$ cat config.mk
export PLATFORM = sky130hd
export DESIGN_NAME = riscv_icache_refill
export DESIGN_NICKNAME = d
export VERILOG_FILES = /design/src/rtl/riscv_icache_refill.sv
export SDC_FILE = /design/constraint.sdc
export NUM_CORES = 2
export LEC_CHECK = 0
export CAP_MARGIN = 20
export CORE_MARGIN = 3
export CORE_UTILIZATION = 58
export CTS_BUF_LIST = sky130_fd_sc_hd__clkbuf_2
export CTS_CLUSTER_DIAMETER = 50
export DETAILED_ROUTE_END_ITERATION = 10
export HOLD_SLACK_MARGIN = 0.03
export MAX_ROUTING_LAYER = met4
export PLACE_DENSITY_LB_ADDON = 0.12
export SLEW_MARGIN = 20
export SYNTH_ARGS = -nofsm -noshare
export SYNTH_HDL_FRONTEND = slang
export SYNTH_SLANG_ARGS = --single-unit
$ cat constraint.sdc
create_clock -name clk -period 5.69 [get_ports clk]
set_clock_uncertainty 0.15 [all_clocks]
set_input_delay 1.138 -clock clk [delete_from_list [all_inputs] [get_ports clk]]
set_output_delay 1.138 -clock clk [all_outputs]
set_load 0.005 [all_outputs]
$ cat src/rtl/riscv_icache_refill.sv
// Direct-mapped instruction cache with an in-order line refill engine.
// Hits answer one cycle after acceptance; misses fetch a whole line from backing memory, then answer.
module riscv_icache_refill #(
    parameter int LINES = 16,
    parameter int WORDS = 4
) (
    input  logic        clk,
    input  logic        rst,
    input  logic        req_valid,
    input  logic [31:0] req_addr,
    input  logic        flush,
    output logic        resp_valid,
    output logic [31:0] resp_inst,
    output logic        busy,
    output logic        mem_req,
    output logic [31:0] mem_addr,
    input  logic        mem_ack,
    input  logic [31:0] mem_rdata
);

    // LINES and WORDS are expected to be powers of two, WORDS >= 2.
    localparam int OFF_W   = $clog2(WORDS);
    localparam int IDX_W   = $clog2(LINES);
    localparam int IDX_LSB = 2 + OFF_W;
    localparam int TAG_LSB = IDX_LSB + IDX_W;
    localparam int TAG_W   = 32 - TAG_LSB;
    localparam logic [OFF_W-1:0] LAST_BEAT = OFF_W'(WORDS - 1);

    typedef enum logic [1:0] {
        IDLE,
        REFILL,
        RESPOND
    } state_t;

    state_t state;
    state_t next_state;

    logic [LINES-1:0] valid;
    logic [TAG_W-1:0] tag_mem  [LINES];
    logic [31:0]      data_mem [LINES][WORDS];

    logic [OFF_W-1:0] req_off;
    logic [IDX_W-1:0] req_idx;
    logic [TAG_W-1:0] req_tag;

    logic [OFF_W-1:0] off_q;
    logic [IDX_W-1:0] idx_q;
    logic [TAG_W-1:0] tag_q;
    logic [OFF_W-1:0] beat;
    logic [31:0]      crit_word;

    logic hit;
    logic take_hit;
    logic take_miss;
    logic beat_fire;
    logic last_beat;

    logic unused_addr_bits;

    assign req_off = req_addr[IDX_LSB-1:2];
    assign req_idx = req_addr[TAG_LSB-1:IDX_LSB];
    assign req_tag = req_addr[31:TAG_LSB];

    assign unused_addr_bits = ^req_addr[1:0];

    assign busy = (state != IDLE) || flush;

    // NOTE: every signal gets a default before the case so no path leaves one unassigned (no latches).
    always_comb begin
        hit        = valid[req_idx] && (tag_mem[req_idx] == req_tag);
        next_state = state;
        take_hit   = 1'b0;
        take_miss  = 1'b0;
        beat_fire  = 1'b0;
        last_beat  = 1'b0;
        unique case (state)
            IDLE: begin
                if (req_valid && !flush) begin
                    if (hit) begin
                        take_hit = 1'b1;
                    end else begin
                        take_miss  = 1'b1;
                        next_state = REFILL;
                    end
                end
            end
            REFILL: begin
                if (mem_req && mem_ack) begin
                    beat_fire = 1'b1;
                    if (beat == LAST_BEAT) begin
                        last_beat  = 1'b1;
                        next_state = RESPOND;
                    end
                end
            end
            RESPOND: next_state = IDLE;
            default: next_state = IDLE;
        endcase
    end

    // NOTE: sequential state uses non-blocking assignments so every flop samples pre-edge values.
    always_ff @(posedge clk) begin
        if (rst) begin
            state <= IDLE;
        end else begin
            state <= next_state;
        end
    end

    // Control and output registers; the last refill beat also produces the response.
    always_ff @(posedge clk) begin
        if (rst) begin
            valid      <= '0;
            beat       <= '0;
            mem_req    <= 1'b0;
            mem_addr   <= '0;
            resp_valid <= 1'b0;
            resp_inst  <= '0;
            off_q      <= '0;
            idx_q      <= '0;
            tag_q      <= '0;
            crit_word  <= '0;
        end else begin
            resp_valid <= 1'b0;

            if (state == IDLE && flush) begin
                valid <= '0;
            end

            if (take_hit) begin
                resp_valid <= 1'b1;
                resp_inst  <= data_mem[req_idx][req_off];
            end

            if (take_miss) begin
                off_q    <= req_off;
                idx_q    <= req_idx;
                tag_q    <= req_tag;
                beat     <= '0;
                mem_req  <= 1'b1;
                mem_addr <= {req_addr[31:IDX_LSB], {IDX_LSB{1'b0}}};
            end

            if (beat_fire) begin
                beat     <= beat + 1'b1;
                mem_addr <= mem_addr + 32'd4;
                if (beat == off_q) begin
                    crit_word <= mem_rdata;
                end
            end

            if (last_beat) begin
                valid[idx_q] <= 1'b1;
                mem_req      <= 1'b0;
                resp_valid   <= 1'b1;
                resp_inst    <= (off_q == LAST_BEAT) ? mem_rdata : crit_word;
            end
        end
    end

    // NOTE: tag and data arrays are not reset; the valid bits alone decide whether their contents count.
    always_ff @(posedge clk) begin
        if (!rst && beat_fire) begin
            data_mem[idx_q][beat] <= mem_rdata;
            if (last_beat) begin
                tag_mem[idx_q] <= tag_q;
            end
        end
    end

endmodule

======== Yosys cells after proc, flatten, opt, wreduce, memory -nomap -nowiden ========
Memories as Yosys holds them, arrays and structs flattened.
Index checks and enable logic that the tools add are counted.
word-level totals
  input port bits ......................... 69
  bits in writable memories ............... 2432
  memories kept ........................... 2
  logic and storage cells ................. 92
  output and inout port bits .............. 67
  bits in registers ....................... 148
operators by class
  reductions and logical operators ........ 17
  eq/ne operators ......................... 9
  order comparisons ....................... 6
  $add $sub $neg .......................... 2
  mux-type cells .......................... 42
  bitwise operators ....................... 3
memory list
  name      depth  bits a word  read ports  clocked after Yosys merged registers in  write ports  line  source
  data_mem  16     128          1           0                                        1            40    logic [31:0] data_mem [LINES][WORDS];
  tag_mem   16     24           1           0                                        1            39    logic [TAG_W-1:0] tag_mem [LINES];
operator list
  kind                                                                                  number
  32-bit two-way mux                                                                    8
  128-bit two-way mux                                                                   1
  32-bit binary-select mux with 2-bit select                                            1
  32-bit demux with 2-bit select                                                        1
  16-bit two-way mux                                                                    3
  32-bit by 3-bit adder with 32-bit output (second input constant)                      1
  24-bit equality test                                                                  1
  1-bit two-way mux                                                                     19
  16-bit OR                                                                             1
  2-bit two-way mux                                                                     6
  4-bit by 5-bit less-than comparator with 1-bit output (second input constant)         2
  2-bit inequality test (second input constant)                                         4
  1-bit logical AND                                                                     7
  3-bit greater-or-equal comparator (second input constant)                             2
  2-bit inverter with 3-bit output                                                      2
  2-bit nonzero test                                                                    3
  1-bit binary-select mux with 4-bit select                                             1
  1-bit demux with 4-bit select                                                         1
  2-bit equality test (second input constant)                                           2
  4-bit by 1-bit greater-or-equal comparator with 1-bit output (second input constant)  1
  2-bit case mux with 2 select lines                                                    1
  4-bit AND reduction                                                                   1
  3-bit by 1-bit less-than comparator with 1-bit output (second input constant)         1
  2-bit by 1-bit adder with 2-bit output (second input constant)                        1
  other kinds (7)                                                                       8

======== Logic depth before layout (Yosys ltp) ========
  depth in word-level cells ............... 8
  gate-level depth with buffers ........... 16
  depth with buffers taken out ............ 10

======== Worst setup path after synthesis ========
No wires, ideal clock.
  path kind ............................... input port to flip-flop
  start point ............................. in req_addr[4]
  end point ............................... reg resp_inst[2]
  path buffers ............................ 5
  path slack .............................. 1343 ps
  library setup time ...................... 141 ps
  data required time ...................... 5399 ps
  stages on the path ...................... 11
  arrival time ............................ 4056 ps
  cell sequence ........................... buf_6 -> buf_6 -> buf_4 -> buf_2 -> buf_1 -> mux4_2 -> mux4_2 -> mux4_2 -> a21oi_1 -> a21o_1 -> a21oi_1
between the ends
  longest elaborated chain between the ends .. 7
  elaborated cells between the ends (all ways) .. 15
ends and longest elaborated chain
  what                                                                                  line  source
  start: declaration                                                                    10    input logic [31:0] req_addr,
  memory read 16 x 24 bit or 1-bit binary-select mux with 4-bit select (tied branches)  -
  24-bit equality test or 1-bit two-way mux (tied branches)                             70    hit = valid[req_idx] && (tag_mem[req_idx] == req_tag);
  1-bit logical AND                                                                     70
  1-bit two-way mux                                                                     79    if (hit) begin
  1-bit two-way mux                                                                     78    if (req_valid && !flush) begin
  1-bit two-way mux                                                                     76    unique case (state)
  2-bit nonzero test (no source line)                                                   -
  end signal: assignment                                                                132   resp_inst <= data_mem[req_idx][req_off];
  end signal: assignment                                                                156   resp_inst <= (off_q == LAST_BEAT) ? mem_rdata : crit_word;
  end: declaration                                                                      13    output logic [31:0] resp_inst,
Parallel ways exist; a longest one is shown, timed or not. The select of a mux whose other input is x is not followed.
A chain may end at the register's enable or synchronous reset.

======== Worst setup path after layout ========
  start point ............................. reg state[1]
  end point ............................... out busy
between the ends
  longest elaborated chain between the ends .. 2
ends and longest elaborated chain
  what                      line  source
  start: declaration        35    state_t state;
  start signal: assignment  106   state <= next_state;
  2-bit nonzero test        66    assign busy = (state != IDLE) || flush;
  1-bit logical OR          66
  end: declaration          14    output logic busy,
No other way between the ends.

==> metrics.md <==
| Metric | Value |
|---|---|
| # resized after CTS | 0 |
| Kind of cell adding the most delay to the critical path | buffers and inverters |
| Worst path max stage delay | 0.48 ns |
| Reg2reg setup slack | around 1.7 ns |
| Clk_lat worst skew | 1.94 ns |
| Slew @ Worst Pin | between 1 and 1.5 ns |
| Syn. warnings | 0 |
| Worst reg2reg path endpoint | tag_q[18] |
| Critical-path cell list | nor3_1 -> inv_1 -> clkdlybuf4s50_1 |
| GPL Wtd Cong | between 0.8 and 0.9 |
| Initial antenna violation count | 9 |
| Synth area leader | edfxtp_1 |
| CP Launch Type | flop |
| PortBufs | between 100 and 150 |
| DR pass1 iterations | 6 |
| Seq pwr share | 60.0% |
| Congestion Overflow GR | 0 |
| Global Route Usage Sum | between 30% and 40% |
| Worst path bufs/invs | 2 |
| Fill count | approximately 12k |
| Post-DP HPWL | 140 mm |
| Comb pwr share | 5.7% |
| Ys async rst share | 0% |
| Die ar. | between 0.15 and 0.2 mm² |
| Int Pwr | between 20 and 30 mW |
| CTS H-Tree Depth | 6 |
| Worst Reg-to-Reg Cells | 11 |
| # DRC | 0 |
| Hold path cells | 3 |
| Initial core utilization | 58.7% |
| Mapped Cells | 4,584 |
| Total core area | 0.170 mm² |
| Worst-path clk slew | about 0.12 ns |
| Cts hold-fix bufs | 80 |
| WL final | 262 mm |
| Core Rows | 151 |
| Cell total after placement | between 6k and 7k |
| Clk buf depth | 4 |
| VDD IR max | ~0.24 mV |
| Core Util, Final | about 66% |
| Max FO, Critical Path | 4 |
| Max stage delay cell, worst path | clkdlybuf4s50_1 |
| Clk network pwr share | 34.3% |
| Syn Area/Cell | 21.8 µm² |
| Synth area leaders | edfxtp_1, mux4_2, dfxtp_1 |
| Hold Path Sink | data_mem[8][51] |
| Antenna Violating Nets Remaining | 0 |
| HP Start | mem_rdata[19] |
| Share of layout cells above drive strength 1 | 36.0% |
| RSZ-0062 raised after global routing | no |
| Worst setup path class | flop to output pin |
| Die Ht | between 400 and 500 µm |
| Crit end category | output pin |
| Drt wl/cell | 32.1 µm |
| Max-slew headroom | 13.9% |
| I/O pin total | 136 |
| Vias in the first global route | 52.8k |
| Sinks on Clock Net | 2,578 |
| Fin nets | 5,486 |
| Crit Reg-Reg Startpoint | tag_mem[0][6] |
| Area Growth Syn to Fin | 11.8% |
| Setup Buffers After CTS | 0 |
| Hold Vio Cnt, Final | 0 |
| Synth Flop Type | edfxtp_1 |
| Pwr dens | 310 mW/mm² |
| Via count | 51.8k |
| Net Sw Frac | between 20% and 30% |
| Largest net degree at the start of global routing | between 90 and 100 |
| CTS tree | built |
| Fmax | 218 MHz |
| Data required, critical path | 4.40 ns |
| Leak pwr | 36.1 nW |
| CTS root buf | clkbuf_2 |
| Final Cycle Share | 80.5% |
| Hold Path Class | input pin to flop |
| Post-synth EDFFs | 2,432 |
| First-pass GRT wire length | roughly 380 mm |
| #FFs+latches synth | 2,578 |
| Max-cap violations | 0 |
| Final setup violation count | 0 |
| Yosys cell types | 72 |
| Power Total | 34.6 mW |
| Num CTS Buffers | 642 |
| Register area share after synthesis | 76.0% |
| DRT iter0 DRCs | 6,463 |
| Final setup TNS | 0 ns |
| Post-synth top area share | 73.1% |
| Outcome | finished, final reports clean |
| Fin Hold WS | 0.272 ns |
| Post-Syn Area | 0.0999 mm² |
| Finished Layout Cells | 8,158 |
| WP data arrival | roughly 3.3 ns |
| Total net switching power | 8.35 mW |
| Horiz. Die Dim | between 400 and 500 µm |
| Vias per inst | 6.35 |
| Slew Limit Fails | 0 |
| Minimum clock period | 4.58 ns |
kinds of logic after synthesis:
logic type                 share of synthesized area [%]
other                                            0.00375
and+or+nand+nor                                     2.21
DFF                                                 76.0
xor gates and xnor gates                           0.246
adders and majority gates                         0.0626
AOI/OAI and AO/OA                                   2.28
muxes                                               17.8
buffers and inverters                               1.31
worst reg2reg max path: stages, from the launching register on:
cell and delay (ns):
edfxtp_1 0.38, mux4_2 0.47, mux2i_1 0.20, xnor2_1 0.09, a2111oi_0 0.61, o22ai_1 0.29, nor3_1 0.47, a31oi_4 0.17
buf_12 0.22, mux2i_1 0.16, dlygate4sd3_1 0.57, nor2_1 0.04
layout by cell type, fill, tap and decap left out, types with 10 or more instances in the layout:
master           Yosys  layout
nand3_1             98      98
mux2_2              17      17
a31oi_1             23      23
clkinv_1             0      98
a22oi_1             26      26
nor2_1             162      82
and3_1              14      14
clkdlybuf4s50_1      0      92
inv_2                2      16
nor2_4               0      80
a21o_1              52      52
nor2b_1             20      20
o21ai_0             14      14
clkinv_2             0      15
nand2_1            106     105
xnor2_1             19      19
clkbuf_2             0     941
nor3_1              13      12
diode_2              0      18
a22o_1              13      13
mux4_2             719     719
a21oi_1            131     130
dfxtp_1            146     146
edfxtp_1          2432    2432
buf_2              121      33
mux2i_1            144     144
and2_1              10      10
a21oi_2              9      10
nand2_2              9      10
dlygate4sd3_1        0      80
buf_4               16     204
buf_12               0      30
a211oi_1            18      18
sequential cells by signal (all words and copies together), names as in the netlist, 4 cells and up:
register   flops
crit_word     32
tag_q         24
data_mem    2048
valid         16
tag_mem      384
resp_inst     32
mem_addr      30
idx_q          4
power groups by stage:
stage | combinational, mW | clock (mW) | sequential, mW
after global routing | 2.06 | 13.2 | 20.8
after global placement | 1.90 | 0 | 21.2
after floorplan | 1.05 | 0 | 21.2
after detailed placement | 1.93 | 0 | 21.2
final | 1.96 | 11.9 | 20.8
after CTS | 1.98 | 12.2 | 20.8
how the worst max path moves through the flow:
stage / from / endpoint / cells after the start
2_1_floorplan: req_addr[4] / resp_inst[2] / 11
3_3_place_gp: req_addr[4] / resp_inst[30] / 12
3_5_place_dp: req_addr[4] / resp_inst[30] / 12
4_1_cts: state[1] / busy / 3
5_1_grt: state[1] / busy / 3
6_report: state[1] / busy / 3
cell usage after synthesis, types with 9 or more instances:
cell type and number:
a211oi_1 18, a21o_1 52, a21oi_1 131, a21oi_2 9, a22o_1 13, a22oi_1 26
a31oi_1 23, and2_1 10, and3_1 14, buf_1 20, buf_2 121, buf_4 16
clkbuf_1 96, dfxtp_1 146, edfxtp_1 2432, inv_1 9, mux2_2 17, mux2i_1 144
mux4_2 719, nand2_1 106, nand2_2 9, nand3_1 98, nor2_1 162, nor2b_1 20
nor3_1 13, o21ai_0 14, o22ai_1 9, xnor2_1 19, xor2_1 9
area by class of cell:
class	count	area, µm²	area share (%)
tap	2295	2870	2.57
multi-input combinational	1734	23300	20.8
antenna	18	45.0	0.0403
clock buffer	941	4710	4.22
clock inverter	136	739	0.662
inverter	11	43.8	0.0392
sequential	2578	76000	68.0
timing repair buffer	445	4100	3.67
through the flow:
| step | setup WS (ns) | cell area, µm² |
|---|---|---|
| after global placement | 0.373 | 105000 |
| after floorplan | 1.34 | 99900 |
| after detailed placement | 0.355 | 105000 |
| after global routing | 0.829 | 112000 |
| after CTS | 0.865 | 112000 |
| final | 1.11 | 112000 |
routing by layer:
layer | track usage (%) | vias up | share of wire (%)
li1 | - | 21300 | -
met1 | 41.2 | 27300 | 38
met2 | 48.9 | 2670 | 50
met3 | 5.74 | 428 | 8.6
met4 | 10.6 | 0 | 3.1
met5 | - | - | 0
No activity file was read; power rests on OpenSTA's default activity.
